File: src/rtl/snum_disp_ctrl.sv
// rtl/snum_disp_ctrl.sv - signed 8-bit to seven-segment converter, one decimal digit per clock
// Optional time-multiplexed scan outputs are enabled with SNUM_DISP_SCAN_EN.
module snum_disp_ctrl #(
    parameter int NUM_DIGITS = 4,
    parameter int SCAN_DIV   = 50000
) (
    input  logic                    clk,
    input  logic                    rst_n,
    input  logic                    in_valid,
    output logic                    in_ready,
    input  logic [7:0]              in_data,
    output logic [7*NUM_DIGITS-1:0] segs,
`ifdef SNUM_DISP_SCAN_EN
    output logic [NUM_DIGITS-1:0]   scan_an,
    output logic [6:0]              scan_seg,
`endif
    output logic                    busy,
    output logic                    done
);

    localparam int IW = $clog2(NUM_DIGITS);
    localparam logic [6:0] BLANK = 7'h7F;
    localparam logic [6:0] MINUS = 7'h3F;

    typedef enum logic [1:0] {S_IDLE, S_CONV, S_SIGN, S_COMMIT} state_t;

    state_t                  state;
    logic                    neg;
    logic [8:0]              mag;
    logic [8:0]              mag_next;
    logic [IW-1:0]           idx;
    logic [7*NUM_DIGITS-1:0] shadow;

    function automatic logic [6:0] seg_code(input logic [8:0] d);
        case (d)
            9'd0:    seg_code = 7'h40;
            9'd1:    seg_code = 7'h79;
            9'd2:    seg_code = 7'h24;
            9'd3:    seg_code = 7'h30;
            9'd4:    seg_code = 7'h19;
            9'd5:    seg_code = 7'h12;
            9'd6:    seg_code = 7'h02;
            9'd7:    seg_code = 7'h78;
            9'd8:    seg_code = 7'h00;
            9'd9:    seg_code = 7'h10;
            default: seg_code = BLANK;
        endcase
    endfunction

    assign mag_next = mag / 9'd10;

    // The shadow image is built digit by digit; segs only changes in COMMIT.
    always_ff @(posedge clk or negedge rst_n) begin
        if (!rst_n) begin
            state    <= S_IDLE;
            neg      <= 1'b0;
            mag      <= '0;
            idx      <= '0;
            shadow   <= {NUM_DIGITS{BLANK}};
            segs     <= {NUM_DIGITS{BLANK}};
            in_ready <= 1'b1;
            busy     <= 1'b0;
            done     <= 1'b0;
        end else begin
            done <= 1'b0;
            case (state)
                S_IDLE: begin
                    if (in_valid) begin
                        neg      <= in_data[7];
                        mag      <= in_data[7] ? (9'd0 - {1'b1, in_data}) : {1'b0, in_data};
                        shadow   <= {NUM_DIGITS{BLANK}};
                        idx      <= '0;
                        in_ready <= 1'b0;
                        busy     <= 1'b1;
                        state    <= S_CONV;
                    end
                end
                S_CONV: begin
                    for (int k = 0; k < NUM_DIGITS; k++) begin
                        if (IW'(k) == idx) shadow[7*k +: 7] <= seg_code(mag % 9'd10);
                    end
                    mag <= mag_next;
                    idx <= idx + IW'(1);
                    if (mag_next == 9'd0) begin
                        if (neg) begin
                            state <= S_SIGN;
                        end else begin
                            busy  <= 1'b0;
                            state <= S_COMMIT;
                        end
                    end
                end
                S_SIGN: begin
                    for (int k = 0; k < NUM_DIGITS; k++) begin
                        if (IW'(k) == idx) shadow[7*k +: 7] <= MINUS;
                    end
                    busy  <= 1'b0;
                    state <= S_COMMIT;
                end
                S_COMMIT: begin
                    segs     <= shadow;
                    done     <= 1'b1;
                    in_ready <= 1'b1;
                    state    <= S_IDLE;
                end
                default: state <= S_IDLE;
            endcase
        end
    end

`ifdef SNUM_DISP_SCAN_EN
    localparam int DW = (SCAN_DIV > 1) ? $clog2(SCAN_DIV) : 1;

    logic [DW-1:0] div_cnt;
    logic [IW-1:0] slot;

    always_ff @(posedge clk or negedge rst_n) begin
        if (!rst_n) begin
            div_cnt <= '0;
            slot    <= '0;
            scan_an <= {{(NUM_DIGITS-1){1'b1}}, 1'b0};
        end else if (div_cnt == DW'(SCAN_DIV - 1)) begin
            div_cnt <= '0;
            scan_an <= {scan_an[NUM_DIGITS-2:0], scan_an[NUM_DIGITS-1]};
            slot    <= (slot == IW'(NUM_DIGITS - 1)) ? '0 : slot + IW'(1);
        end else begin
            div_cnt <= div_cnt + DW'(1);
        end
    end

    // Reads the committed image, so the scan never shows a half-built value.
    always_comb begin
        scan_seg = BLANK;
        for (int k = 0; k < NUM_DIGITS; k++) begin
            if (IW'(k) == slot) scan_seg = segs[7*k +: 7];
        end
    end
`else
    if (SCAN_DIV < 1) begin : g_scan_div_invalid
    end
`endif

endmodule
File: config.mk
export PLATFORM = sky130hd
export DESIGN_NAME = snum_disp_ctrl
export DESIGN_NICKNAME = d
export VERILOG_FILES = /design/src/rtl/snum_disp_ctrl.sv
export SDC_FILE = /design/constraint.sdc
export NUM_CORES = 1
export LEC_CHECK = 0
export CORE_ASPECT_RATIO = 1.25
export CORE_MARGIN = 4
export CORE_UTILIZATION = 39
export CTS_BUF_LIST = sky130_fd_sc_hd__clkbuf_16
export DETAILED_ROUTE_END_ITERATION = 16
export SETUP_SLACK_MARGIN = 0.2
export SLEW_MARGIN = 20
export SYNTH_ARGS = -nofsm -noshare
export SYNTH_HDL_FRONTEND = slang
export SYNTH_SLANG_ARGS = --single-unit
File: constraint.sdc
create_clock -name clk -period 9.3 [get_ports clk]
set_input_delay 1.395 -clock clk [delete_from_list [all_inputs] [get_ports clk]]
set_output_delay 1.395 -clock clk [all_outputs]
set_load 0.1 [all_outputs]
* Word-level counts from Yosys, hierarchy flattened *
Memories as Yosys holds them, arrays and structs flattened.
Index checks and enable logic that the tools add are counted.
W data, S select, Z words.

storage, ports and cells
  logic and storage cells = 83
  memories = 4
  memory bits (read-only) = 448
  flip-flop bits (word level) = 73
  output and inout port bits = 31
  bits of input ports = 11

memories
  name              depth  bits a word  rd ports  clocked after Yosys merged registers in  wr ports  RTL line  source
  (name not given)  16     7            1         0                                        0         35        case (d)
  (name not given)  16     7            1         0                                        0         35
  (name not given)  16     7            1         0                                        0         35
  (name not given)  16     7            1         0                                        0         35

operators by class
  divide/modulo/power cells = 2
  $add $sub $neg = 2
  reductions and logical operators = 16
  equality and inequality tests = 17
  mux-type cells = 30

operator list
  cell                   number
  $mux W7                12
  $pmux W28 S3           1
  $mux W28               1
  $ne A2 B2 Y1 const B   11
  $reduce_and A4 Y1      5
  $mux W9                2
  $pmux W9 S2            1
  $div A9 B4 Y9 const B  1
  $logic_not A9 Y1       1
  $mod A9 B4 Y9 const B  1
  $sub A1 B9 Y9 const A  1
  $pmux W2 S4            1
  $reduce_and A2 Y1      4
  $mux W1                6
  $mux W2                3
  $logic_not A5 Y1       1
  $eq A2 B2 Y1 const A   2
  $eq A2 B2 Y1 const B   2
  $logic_not A2 Y1       2
  $pmux W2 S2            1
  $reduce_bool A2 Y1     2
  $pmux W1 S3            1
  $reduce_bool A3 Y1     1
  $add A2 B1 Y2 const B  1
  3 further kinds        3

* Depth between registers and ports, before layout *
  word-level depth = 5
  mapped depth = 20
  gate-level depth less buffers = 17

* Worst setup path before layout *
Ideal clock, no wire load.

  path kind = flip-flop to flip-flop
  start = register mag[8]
  end = register shadow[3]
  period minus slack after synthesis = 3.730 ns
  slack = 5.570 ns
  stages on the path, launching flop included = 19
  arrival time = 3.645 ns
  library setup time = 0.086 ns
  data required time = 9.214 ns
  path buffers = 2
  cell sequence = dfrtp_1 > nand2b_1 > buf_2 > a32oi_1 > o21ai_1 > a211oi_2 > buf_4 > o21ai_0 > a21oi_1 > ha_1 > a21o_1 > nand2_1 > a211o_1 > and2_1 > xnor2_1 > ha_1 > and3_1 > o31ai_4 > a21oi_1

on the way
  longest elaborated chain between the ends = 5
  elaborated cells on any way between the ends = 6
  classes of those cells = div: 1; mux: 3; reduce/logical: 1; memory: 1

ends and longest elaborated chain
  what                                                       RTL line  source
  from (decl)                                                29        logic [8:0] mag;
  from (signal assigned)                                     70        mag <= in_data[7] ? (9'd0 - {1'b1, in_data}) : {1'b0, in_data};
  from (signal assigned)                                     82        mag <= mag_next;
  $mod A9 B4 Y9 (*)                                          80        if (IW'(k) == idx) shadow[7*k +: 7] <= seg_code(mag % 9'd10);
  $mem_v2 Z16 W7 / $logic_not A5 Y1 (equally long branches)  n/a
  $mux W7 (*)                                                35
  $mux W7 (*)                                                80
  $pmux W28 S3 (*)                                           66        case (state)
  to (signal assigned)                                       59        shadow <= {NUM_DIGITS{BLANK}};
  to (signal assigned)                                       71        shadow <= {NUM_DIGITS{BLANK}};
  to (signal, indexed assignment)                            80
  to (decl)                                                  32        logic [7*NUM_DIGITS-1:0] shadow;

Mark *: on every way between the ends. The rest lies on a longest branch, timed or not. The select of a mux whose other input is x is not followed.
A chain may end at the register's enable or synchronous reset.

* Worst setup path in the final report *
  start = register mag[6]
  end = register shadow[13]

Same word-level chain as after synthesis.

==> results.json <==
{
  "status": "finished clean",
  "yosysUniqueCellTypes": 73,
  "yosys_warnings": 0,
  "slowest_delay_ns": 0.70,
  "syn_to_final_growth_pct": 17.1,
  "place_inst": 589,
  "fp.dieW_um": 103,
  "required_ns": 9.55,
  "rsz0062_at_grt": "no",
  "fillCellCount": 1037,
  "finalWirelength_um": 9580,
  "multi_input_area_mm2": 0.00233,
  "grt_first_pass_wirelength_um": 16300,
  "synth_xor_xnor_area_share": 0.0220,
  "ant_nets": 0,
  "ys_seq_area_frac": 0.428,
  "root_buffer": "clkbuf_16",
  "crit_path_max_fanout": 22,
  "drt-pass1-iter-count": 4,
  "stdcell_count": 605,
  "r2r_setup_slack_ns": 4.48,
  "setup_violations": 0,
  "drtIter0Drc": 158,
  "globalRouteTotalUtil": 0.154,
  "fin_skew_ns": 0.00534,
  "min_path_cells": 2,
  "setup_tns_ns": 0,
  "grt_antenna_before_repair": 0,
  "slew_headroom": 0.339,
  "grtUsageMet2": 0.251,
  "synth_area_per_cell_um2": 10.1,
  "async_flop_share": 1.00,
  "mostFrequentLayoutCells": "dfstp_2 (57), clkdlybuf4s50_1 (40), nor2_1 (34), nand2_1 (32), mux2_2 (30)",
  "r2r-end": "shadow[13]",
  "finalCoreUtilization": 0.466,
  "syn_nets": 465,
  "worst_slew_pin_slew_ns": 0.988,
  "cp_num_buf_inv": 1,
  "arrival_ns": 5.06,
  "synth_top_family_by_area": "compound AO/OA/AOI/OAI gates",
  "worst-setup-path-type": "reg2reg",
  "wl_per_cell_um": 15.8,
  "path_delay_family": "compound AO/OA/AOI/OAI gates",
  "synth-edff-count": 0,
  "mostFrequentLayoutCell": "dfstp_2",
  "critPathCaptureType": "flip-flop",
  "synth-compound-area-share": 0.234,
  "fmax_ghz": 0.208,
  "synth_mux_area_frac": 0.0785,
  "drive_above_1_share": 0.266,
  "gr-total-overflow": 0,
  "ys.flop_type": "dfstp_2",
  "hold_slack_ns": 0.499,
  "postSynthCellCount": 439,
  "cts.repair.resized": 0,
  "hp-class": "reg2reg",
  "htree_levels": 3,
  "cts_buffers": 9,
  "cts_sinks": 73,
  "clockBufferDepth": 2,
  "hold_path_end": "in_ready",
  "post-route-drc-count": 0,
  "postCtsSetupBuffers": 0,
  "reg2reg_depth": 17,
  "crit_chain": "nand2b_1, a32oi_1, o21ai_1, a211oi_2, o21ai_0, a21oi_1, ha_1, a21o_1, nand2_1, a211o_1, and2_1, xnor2_1, ha_1, inv_1, o21ai_0, a31oi_2, a41oi_1",
  "period_share": 0.518,
  "hpwl_um": 6850,
  "worstHoldStart": "in_ready",
  "start_util": 0.398,
  "fin_nets": 491,
  "gp_congestion": 0.862,
  "antenna_cells": 0,
  "cts_tree": "done",
  "num_vias": 3371,
  "grt_pass1_vias": 3251,
  "final_hold_viol_count": 0,
  "portBuffers": 41,
  "met3_usage": 0.0268,
  "grt_max_degree": 74,
  "use_met1": 0.207,
  "insertion_delay_ns": 0.33,
  "rows": 43,
  "r2r_start": "mag[6]",
  "ys_ff_latch": 73,
  "io_pins": 42,
  "die_y_um": 127,
  "top_usage_layer": "met2",
  "slew_violations": 0,
  "clk_pin_slew_ns": 0.06,
  "fin_crit_ns": 4.82,
  "fp.coreArea_mm2": 0.0111,
  "synthesis.area_mm2": 0.00443,
  "critPathLaunchType": "flip-flop",
  "postCtsHoldBufs": 0,
  "viasPerCell": 5.57,
  "max_cap_violations": 0,
  "synthSimpleGateAreaFrac": 0.148,
  "dieArea_mm2": 0.0131,
  "synth_adder_area_share": 0.0423,
  "seq_area_mm2": 0.00190,
  "slowest_stage": "dfrtp_1"
}
==> area by class of cell <==
cell class              count  area share
flip-flops and latches     73       0.366
clock buffers               9      0.0434
inverters                  17      0.0123
repair buffers             44      0.0824
multi-input cells         320       0.449
well taps                 135      0.0325
clock inverters             7      0.0149
==> worst max path at each step <==
stage	end	cells after the start	slack [ns]	startpoint
6_report	shadow[13]	17	4.48	mag[6]
5_1_grt	shadow[20]	17	3.96	mag[6]
4_1_cts	shadow[13]	17	4.49	mag[6]
3_5_place_dp	shadow[13]	17	4.51	mag[6]
3_3_place_gp	shadow[3]	16	4.74	mag[7]
2_1_floorplan	shadow[3]	18	5.57	mag[8]
==> cell usage after synthesis (all sizes together), types with 4 or more instances <==
cell,n,area (um^2)
a211oi,4,47.5
a21oi,29,156
a31oi,7,50.1
a41oi,4,35.0
and2,11,71.3
and3,5,31.3
buf,12,78.8
clkbuf,17,63.8
dfrtp,16,400
dfstp,57,1500
ha,15,188
inv,16,60.1
mux2,30,338
nand2,32,120
nand2b,4,25.0
nand3,6,30.0
nor2,34,128
nor2b,7,43.8
nor3,4,20.0
o211ai,7,52.6
o21a,9,68.8
o21ai,34,174
o22a,4,35.0
o22ai,11,82.6
o311ai,5,51.3
o31ai,6,86.3
xnor2,7,80.1
==> per-layer routing <==
metal / share of wire / routed length, um
met2: 0.49 / 4650
met3: 0.035 / 333
met4: 0.014 / 134
met5: 0 / 0
met1: 0.47 / 4460
==> through the flow <==
| step | setup slack (ns) | cell area (um^2) |
|---|---|---|
| 3_5_place_dp | 4.51 | 4890 |
| 4_1_cts | 4.49 | 5190 |
| 2_1_floorplan | 5.57 | 4430 |
| 6_report | 4.48 | 5190 |
| 3_3_place_gp | 4.74 | 4890 |
| 5_1_grt | 3.96 | 5190 |
==> state kept, by name, summed over array words and instances, names as in the netlist <==
name / count
busy: 1
done: 1
idx: 2
in_ready: 1
mag: 9
neg: 1
segs: 28
shadow: 28
state: 2
==> tightest hold or removal path, delay by kind of cell, from the launching register on <==
| family | cells | cell delay, ns |
|---|---|---|
| and+or+nand+nor | 1 | 0.08 |
| AOI/OAI and AO/OA | 1 | 0.05 |
| DFF | 1 | 0.37 |
==> kinds of logic (layout without fill, tap and decap cells) <==
group | count (synthesis) | count (layout)
muxes | 31 | 31
and+or+nand+nor | 125 | 125
AOI/OAI and AO/OA | 140 | 140
adders and majority gates | 15 | 15
buffers and inverters | 46 | 77
DFF | 73 | 73
xor gates and xnor gates | 9 | 9
Power is not shown: default switching activity piles up to over one toggle a cycle in this logic, so the estimate is an artifact.
